<file path="config.mk">
export PLATFORM = sky130hd
export DESIGN_NAME = mem_port_arbiter_flat
export DESIGN_NICKNAME = d
export VERILOG_FILES = /design/src/rtl/mem_port_arbiter_pkg.sv /design/src/rtl/mem_port_arbiter_if.sv /design/src/rtl/mem_port_arbiter_starve_cnt.sv /design/src/rtl/mem_port_arbiter.sv /design/src/flat_wrapper.sv
export SDC_FILE = /design/constraint.sdc
export NUM_CORES = 1
export LEC_CHECK = 0
export BUFFER_PORTS_ARGS = -buffer_cell sky130_fd_sc_hd__buf_2
export CAP_MARGIN = 25
export CORE_MARGIN = 10
export CORE_UTILIZATION = 25
export DETAILED_ROUTE_END_ITERATION = 6
export PLACE_DENSITY = 0.79
export SLEW_MARGIN = 20
export SYNTH_ARGS = -nofsm -noshare
export SYNTH_HDL_FRONTEND = slang
export SYNTH_SLANG_ARGS = --single-unit
export TNS_END_PERCENT = 10
</file>
<file path="constraint.sdc">
create_clock -name clk -period 2 [get_ports clk]
set_input_delay 0.4 -clock clk [delete_from_list [all_inputs] [get_ports clk]]
set_output_delay 0.4 -clock clk [all_outputs]
set_load 0.02 [all_outputs]
</file>
<file path="src/rtl/mem_port_arbiter_pkg.sv">
// Shared types and constants for the ARM32 memory-port arbiter slice.
package arm_mem_pkg;

  localparam int DEF_ADDR_W = 12;
  localparam int DEF_DATA_W = 32;
  localparam int BE_W       = 4;

  // Which requester, if any, owns the RAM read data returning this cycle.
  typedef enum logic [1:0] {
    OWN_NONE = 2'd0,
    OWN_IF   = 2'd1,
    OWN_D    = 2'd2
  } own_t;

endpackage

</file>
<file path="src/rtl/mem_port_arbiter_if.sv">
// Bundles the fetch port, data port and RAM port of the memory arbiter.
interface mem_port_arbiter_if
  import arm_mem_pkg::*;
#(
  parameter int ADDR_W = DEF_ADDR_W,
  parameter int DATA_W = DEF_DATA_W
);

  logic              if_req;
  logic [ADDR_W-1:0] if_addr;
  logic              if_gnt;
  logic              if_rvalid;
  logic [DATA_W-1:0] if_rdata;

  logic              d_req;
  logic              d_we;
  logic [ADDR_W-1:0] d_addr;
  logic [DATA_W-1:0] d_wdata;
  logic [BE_W-1:0]   d_be;
  logic              d_gnt;
  logic              d_rvalid;
  logic [DATA_W-1:0] d_rdata;

  logic              ram_en;
  logic [BE_W-1:0]   ram_we;
  logic [ADDR_W-1:0] ram_addr;
  logic [DATA_W-1:0] ram_wdata;
  logic [DATA_W-1:0] ram_rdata;

  // The arbiter itself
  modport slave (
    input  if_req, if_addr, d_req, d_we, d_addr, d_wdata, d_be, ram_rdata,
    output if_gnt, if_rvalid, if_rdata, d_gnt, d_rvalid, d_rdata,
    output ram_en, ram_we, ram_addr, ram_wdata
  );

  // The processor side plus the RAM, as seen from outside the arbiter
  modport master (
    output if_req, if_addr, d_req, d_we, d_addr, d_wdata, d_be, ram_rdata,
    input  if_gnt, if_rvalid, if_rdata, d_gnt, d_rvalid, d_rdata,
    input  ram_en, ram_we, ram_addr, ram_wdata
  );

endinterface

</file>
<file path="src/rtl/mem_port_arbiter_starve_cnt.sv">
// Saturating counter of consecutive stalled fetch cycles.
module arb_starve_cnt #(
  parameter int MAX = 4
) (
  input  logic clk,
  input  logic reset_n,
  input  logic inc,
  input  logic clr,
  output logic at_max
);

  localparam logic [3:0] MAX_C = 4'(MAX);

  logic [3:0] cnt;

  // Count stalled cycles, hold at MAX, clear whenever fetch is served or idle
  always_ff @(posedge clk or negedge reset_n) begin
    if (!reset_n) begin
      cnt <= 4'd0;
    end else if (clr) begin
      cnt <= 4'd0;
    end else if (inc && (cnt != MAX_C)) begin
      cnt <= cnt + 4'd1;
    end
  end

  assign at_max = (cnt == MAX_C);

endmodule

</file>
<file path="src/rtl/mem_port_arbiter.sv">
// Single-port RAM arbiter between instruction fetch and load/store data.
// Data has priority; fetch overrides once it has stalled STARVE_MAX cycles.
module mem_port_arbiter
  import arm_mem_pkg::*;
#(
  parameter int ADDR_W     = DEF_ADDR_W,
  parameter int DATA_W     = DEF_DATA_W,
  parameter int STARVE_MAX = 4
) (
  input  logic                clk,
  input  logic                reset_n,
  mem_port_arbiter_if.slave   bus
);

  logic              fetch_win;
  logic              data_win;
  logic              sel_en;
  logic [BE_W-1:0]   sel_we;
  logic [ADDR_W-1:0] sel_addr;
  logic [DATA_W-1:0] sel_wdata;
  logic              at_max;
  logic              stall_inc;
  logic              stall_clr;
  own_t              owner;
  own_t              owner_next;

  arb_starve_cnt #(
    .MAX (STARVE_MAX)
  ) u_starve (
    .clk     (clk),
    .reset_n (reset_n),
    .inc     (stall_inc),
    .clr     (stall_clr),
    .at_max  (at_max)
  );

  // Pick the winner and build the RAM command; everything idles in reset
  always_comb begin
    fetch_win  = 1'b0;
    data_win   = 1'b0;
    sel_en     = 1'b0;
    sel_we     = '0;
    sel_addr   = '0;
    sel_wdata  = '0;
    owner_next = OWN_NONE;
    if (reset_n) begin
      fetch_win = bus.if_req && (!bus.d_req || at_max);
      data_win  = bus.d_req && !fetch_win;
    end
    if (fetch_win) begin
      sel_en     = 1'b1;
      sel_addr   = bus.if_addr;
      owner_next = OWN_IF;
    end else if (data_win) begin
      sel_addr = bus.d_addr;
      if (bus.d_we) begin
        sel_en    = |bus.d_be;
        sel_we    = bus.d_be;
        sel_wdata = bus.d_wdata;
      end else begin
        sel_en     = 1'b1;
        owner_next = OWN_D;
      end
    end
  end

  assign stall_inc = bus.if_req && !fetch_win;
  assign stall_clr = !bus.if_req || fetch_win;

  // Remember who issued this cycle's read so next cycle's data goes to them
  always_ff @(posedge clk or negedge reset_n) begin
    if (!reset_n) begin
      owner <= OWN_NONE;
    end else begin
      owner <= owner_next;
    end
  end

  assign bus.if_gnt    = fetch_win;
  assign bus.d_gnt     = data_win;
  assign bus.ram_en    = sel_en;
  assign bus.ram_we    = sel_we;
  assign bus.ram_addr  = sel_addr;
  assign bus.ram_wdata = sel_wdata;

  assign bus.if_rvalid = (owner == OWN_IF);
  assign bus.d_rvalid  = (owner == OWN_D);
  assign bus.if_rdata  = reset_n ? bus.ram_rdata : '0;
  assign bus.d_rdata   = reset_n ? bus.ram_rdata : '0;

endmodule

</file>
<file path="src/flat_wrapper.sv">
// flat-port wrapper written by rule: the top's interface ports become plain ports
module mem_port_arbiter_flat import arm_mem_pkg::*;
#(
  parameter int ADDR_W     = DEF_ADDR_W,
  parameter int DATA_W     = DEF_DATA_W,
  parameter int STARVE_MAX = 4
)
  (clk, reset_n, bus_if_req, bus_if_addr, bus_d_req, bus_d_we, bus_d_addr, bus_d_wdata, bus_d_be, bus_ram_rdata, bus_if_gnt, bus_if_rvalid, bus_if_rdata, bus_d_gnt, bus_d_rvalid, bus_d_rdata, bus_ram_en, bus_ram_we, bus_ram_addr, bus_ram_wdata);
  mem_port_arbiter_if #(.ADDR_W(ADDR_W), .DATA_W(DATA_W)) bus_i ();
  input  logic clk;
  input  logic reset_n;
  input wire logic [$bits(bus_i.if_req)-1:0] bus_if_req;
  input wire logic [$bits(bus_i.if_addr)-1:0] bus_if_addr;
  input wire logic [$bits(bus_i.d_req)-1:0] bus_d_req;
  input wire logic [$bits(bus_i.d_we)-1:0] bus_d_we;
  input wire logic [$bits(bus_i.d_addr)-1:0] bus_d_addr;
  input wire logic [$bits(bus_i.d_wdata)-1:0] bus_d_wdata;
  input wire logic [$bits(bus_i.d_be)-1:0] bus_d_be;
  input wire logic [$bits(bus_i.ram_rdata)-1:0] bus_ram_rdata;
  output wire logic [$bits(bus_i.if_gnt)-1:0] bus_if_gnt;
  output wire logic [$bits(bus_i.if_rvalid)-1:0] bus_if_rvalid;
  output wire logic [$bits(bus_i.if_rdata)-1:0] bus_if_rdata;
  output wire logic [$bits(bus_i.d_gnt)-1:0] bus_d_gnt;
  output wire logic [$bits(bus_i.d_rvalid)-1:0] bus_d_rvalid;
  output wire logic [$bits(bus_i.d_rdata)-1:0] bus_d_rdata;
  output wire logic [$bits(bus_i.ram_en)-1:0] bus_ram_en;
  output wire logic [$bits(bus_i.ram_we)-1:0] bus_ram_we;
  output wire logic [$bits(bus_i.ram_addr)-1:0] bus_ram_addr;
  output wire logic [$bits(bus_i.ram_wdata)-1:0] bus_ram_wdata;
  assign bus_i.if_req = bus_if_req;
  assign bus_i.if_addr = bus_if_addr;
  assign bus_i.d_req = bus_d_req;
  assign bus_i.d_we = bus_d_we;
  assign bus_i.d_addr = bus_d_addr;
  assign bus_i.d_wdata = bus_d_wdata;
  assign bus_i.d_be = bus_d_be;
  assign bus_i.ram_rdata = bus_ram_rdata;
  assign bus_if_gnt = bus_i.if_gnt;
  assign bus_if_rvalid = bus_i.if_rvalid;
  assign bus_if_rdata = bus_i.if_rdata;
  assign bus_d_gnt = bus_i.d_gnt;
  assign bus_d_rvalid = bus_i.d_rvalid;
  assign bus_d_rdata = bus_i.d_rdata;
  assign bus_ram_en = bus_i.ram_en;
  assign bus_ram_we = bus_i.ram_we;
  assign bus_ram_addr = bus_i.ram_addr;
  assign bus_ram_wdata = bus_i.ram_wdata;
  mem_port_arbiter #(.ADDR_W(ADDR_W), .DATA_W(DATA_W), .STARVE_MAX(STARVE_MAX)) u_core (.clk(clk), .reset_n(reset_n), .bus(bus_i));
endmodule
</file>
==> run metrics <==
Vias/cell 4.21; clk_lat worst skew 230 ps; Initial Util 25.8%; largest family of logic cells by synthesized area simple AND/OR/NAND/NOR gates; run status complete, but fails checks; CTS H-Tree Depth 1; internal power 545 uW; antenna violations before repair 0; I/O pin cnt 214; port buffer count 213; synth warn 0; max-cap violation count 0; setup repair after global routing missed its margin true; Comb pwr share 64.7%; Final WS setup -249 ps; Worst-Margin Slew 540 ps; routed len/inst 16.8 um; failing checks setup timing; drt initial violations 35; VDD IR max 0.000510 V; CP peak stage delay 360 ps; HPWL Detailed 5.57 mm; final hold vios 0; wirelength, routed 7.05 mm; worst-path cell chain inv_2 > ha_4 > and3b_4 > a211oi_4 > buf_6 > clkbuf_16 > and2_2 > buf_6; clock share of power 20.6%; total congestion overflow 0; routability cong. 0.858; vias in the first global route 1,908; clock sinks 6; relative slew slack 63.7%; Netlist Area Pre-Place 1220 sq um; top post-synthesis cells by area and2_1 25%, buf_4 20%, and2_2 13%, dfrtp_1 12%, a22o_1 8.6%; CP endpoint kind output port; WP buf/inv 4; Max Slew Vio Count 0; Hold Path Class in2async; first-pass GRT wire length 10.2 mm; Syn Nets 255; placed cell count 406; XOR/XNOR Fraction of Synth Area 1.44%; Worst-path clk slew 40 ps; most frequent CP cell buf_6; DRT Pass-1 Iters 4; GR Util All Layers 15.0%; Final period util 112%; Sw Ratio 40.6%; DRC violations left 0; Synth Register Bits 6; total power 918 uW; Clock Root Buffer clkbuf_8; Synth Area in Simple Gates 43.8%; remaining antenna violation count 0; Core ar. 4720 sq um; final core utilization 56.5%; die height 89.8 um; CP Class reg2out; post-route insts no fill 419; area share of the largest cell type after synthesis 24.6%; power per standard cell area 344 nW/um^2; Yosys top cell by area and2_1; area added between synthesis and finish 119%; Synth Area in Compound Gates 13.0%; largest net degree at the start of global routing 30; Critical-path top delay cell dfrtp_1; Max Fclk 445 MHz; CTS Hold Bufs 0; Syn Area/Cell 7.81 sq um; share of layout cells above drive strength 1 78.4%; CTS tree done; Post-Synth Adder-Cell Area 2.05%; min cycle time layout 2250 ps; Final #Nets 453; synth unique cells 26; CP Max Fanout 5; DIE WIDTH 89.8 um; Arr. time, crit path 1850 ps; sequential share of power 14.7%; Startpoint Class flip-flop; Leakage 0.00159 uW; sequential-to-total area share from yosys stat 12.3%; die area 8070 sq um; Ant. Diodes 0; Inserted Clock Buffers 3; row count 25; cell family with most CP delay buffers and inverters; cells after synthesis 156; Bufs on Longest Clock Path 2; Setup Skew 1.52 ps; WP data required 1600 ps; NetSw 373 uW; pre-CTS setup slack 9.04 ps; setup violators final 50; Via Count 1,765; post-synthesis mux area share 1.64%
[worst reg2reg max path, stage by stage (launching register included)]
cell and delay [ps]:
dfrtp_1 390, inv_2 80, ha_4 130, buf_4 100, nand3b_1 110, buf_4 170
a21boi_0 450, nor3_1 110
[state kept, by name (all words and copies together), names as in the netlist]
| register | cells |
|---|---|
| u_core.u_starve.cnt | 4 |
| u_core.owner | 2 |
[Yosys cell counts (all sizes together)]
cell type / instances
nand3: 1
and3b: 1
a21oi: 3
inv: 4
clkbuf: 3
mux2i: 2
a22o: 12
ha: 2
a21boi: 1
nand2: 2
or2: 1
nor2: 1
nor4: 1
nor3: 3
dfrtp: 6
a211oi: 2
xnor2: 2
nor2b: 2
and2: 69
nand3b: 1
buf: 37
[routing by layer]
layer	global-route usage, %	vias to the layer above	share of wire (%)	routed length, um
met3	5.74	6	7.9	557
met5	0	-	0	0
li1	-	869	-	-
met2	30.3	101	57	4000
met4	2.29	0	0.99	70
met1	14.0	789	34	2420
[cells in the final DEF, fill, tap and decap left out, types with 2 or more instances in the layout]
cell,netlist,routed
a21oi_2,1,2
and2_2,21,11
xnor2_1,2,2
and2_1,48,37
nor2b_1,2,2
and2_4,0,21
buf_4,33,15
nand2_1,2,2
clkbuf_16,0,2
nor3_1,3,3
buf_6,3,46
clkbuf_8,0,3
buf_12,0,2
dfrtp_1,6,6
inv_2,0,2
buf_2,1,168
a22o_1,12,12
mux2i_1,2,2
inv_1,4,2
[worst paths after layout]
path / startpoint / endpoint / slack, ps / cells after the start
worst min register to register: u_core.u_starve.cnt[3] / u_core.u_starve.cnt[3] / 640 / 2
worst max register to register: u_core.u_starve.cnt[0] / u_core.u_starve.cnt[0] / 320 / 7
min in group clk: bus_d_we / u_core.owner[1] / 500 / 3
max in group asynchronous: reset_n / u_core.owner[0] / 1750 / 2
worst max-delay path: u_core.u_starve.cnt[0] / bus_ram_wdata[26] / -250 / 8
worst min-delay path: reset_n / u_core.u_starve.cnt[1] / 110 / 2
[kinds of logic after synthesis]
logic type | count (synthesis)
AO/OA/AOI/OAI | 18
XOR/XNOR | 2
adder cells (fa/ha/maj) | 2
buffers and inverters | 44
flip-flops | 6
multiplexers | 2
AND/OR/NAND/NOR | 82
[power by group through the flow]
stage / Combinational (uW) / Clock [uW] / Sequential [uW]
after global routing: 638 / 199 / 135
final: 594 / 189 / 135
after floorplan: 310 / 0 / 135
after CTS: 550 / 192 / 134
after global placement: 496 / 0 / 135
after detailed placement: 504 / 0 / 135
[what timing repair did]
item                       4_1_cts  5_1_grt
gates cloned                     1        4
setup endpoints to repair       51       51
gates resized for setup         78       42
setup buffers                    4        2
pin swaps                        1       21
[per-stage QoR]
step / hold WS, ps / cell area [sq um] / setup TNS (ps)
finish: 113 / 2670 / -8430
global route: 128 / 2670 / -11800
CTS: 115 / 2510 / -9690
detailed placement: 356 / 2170 / 0
global placement: 343 / 2170 / 0
floorplan: 104 / 1220 / 0
[final cells by class]
class                   count  area [sq um]
inverters                   4          15.0
flip-flops and latches      6           150
clock buffers               3          41.3
repair buffers            233          1560
multi-input cells         106           815
fillers                   422          2060
well taps                  67          83.8
(Power assumes the default switching activity.)
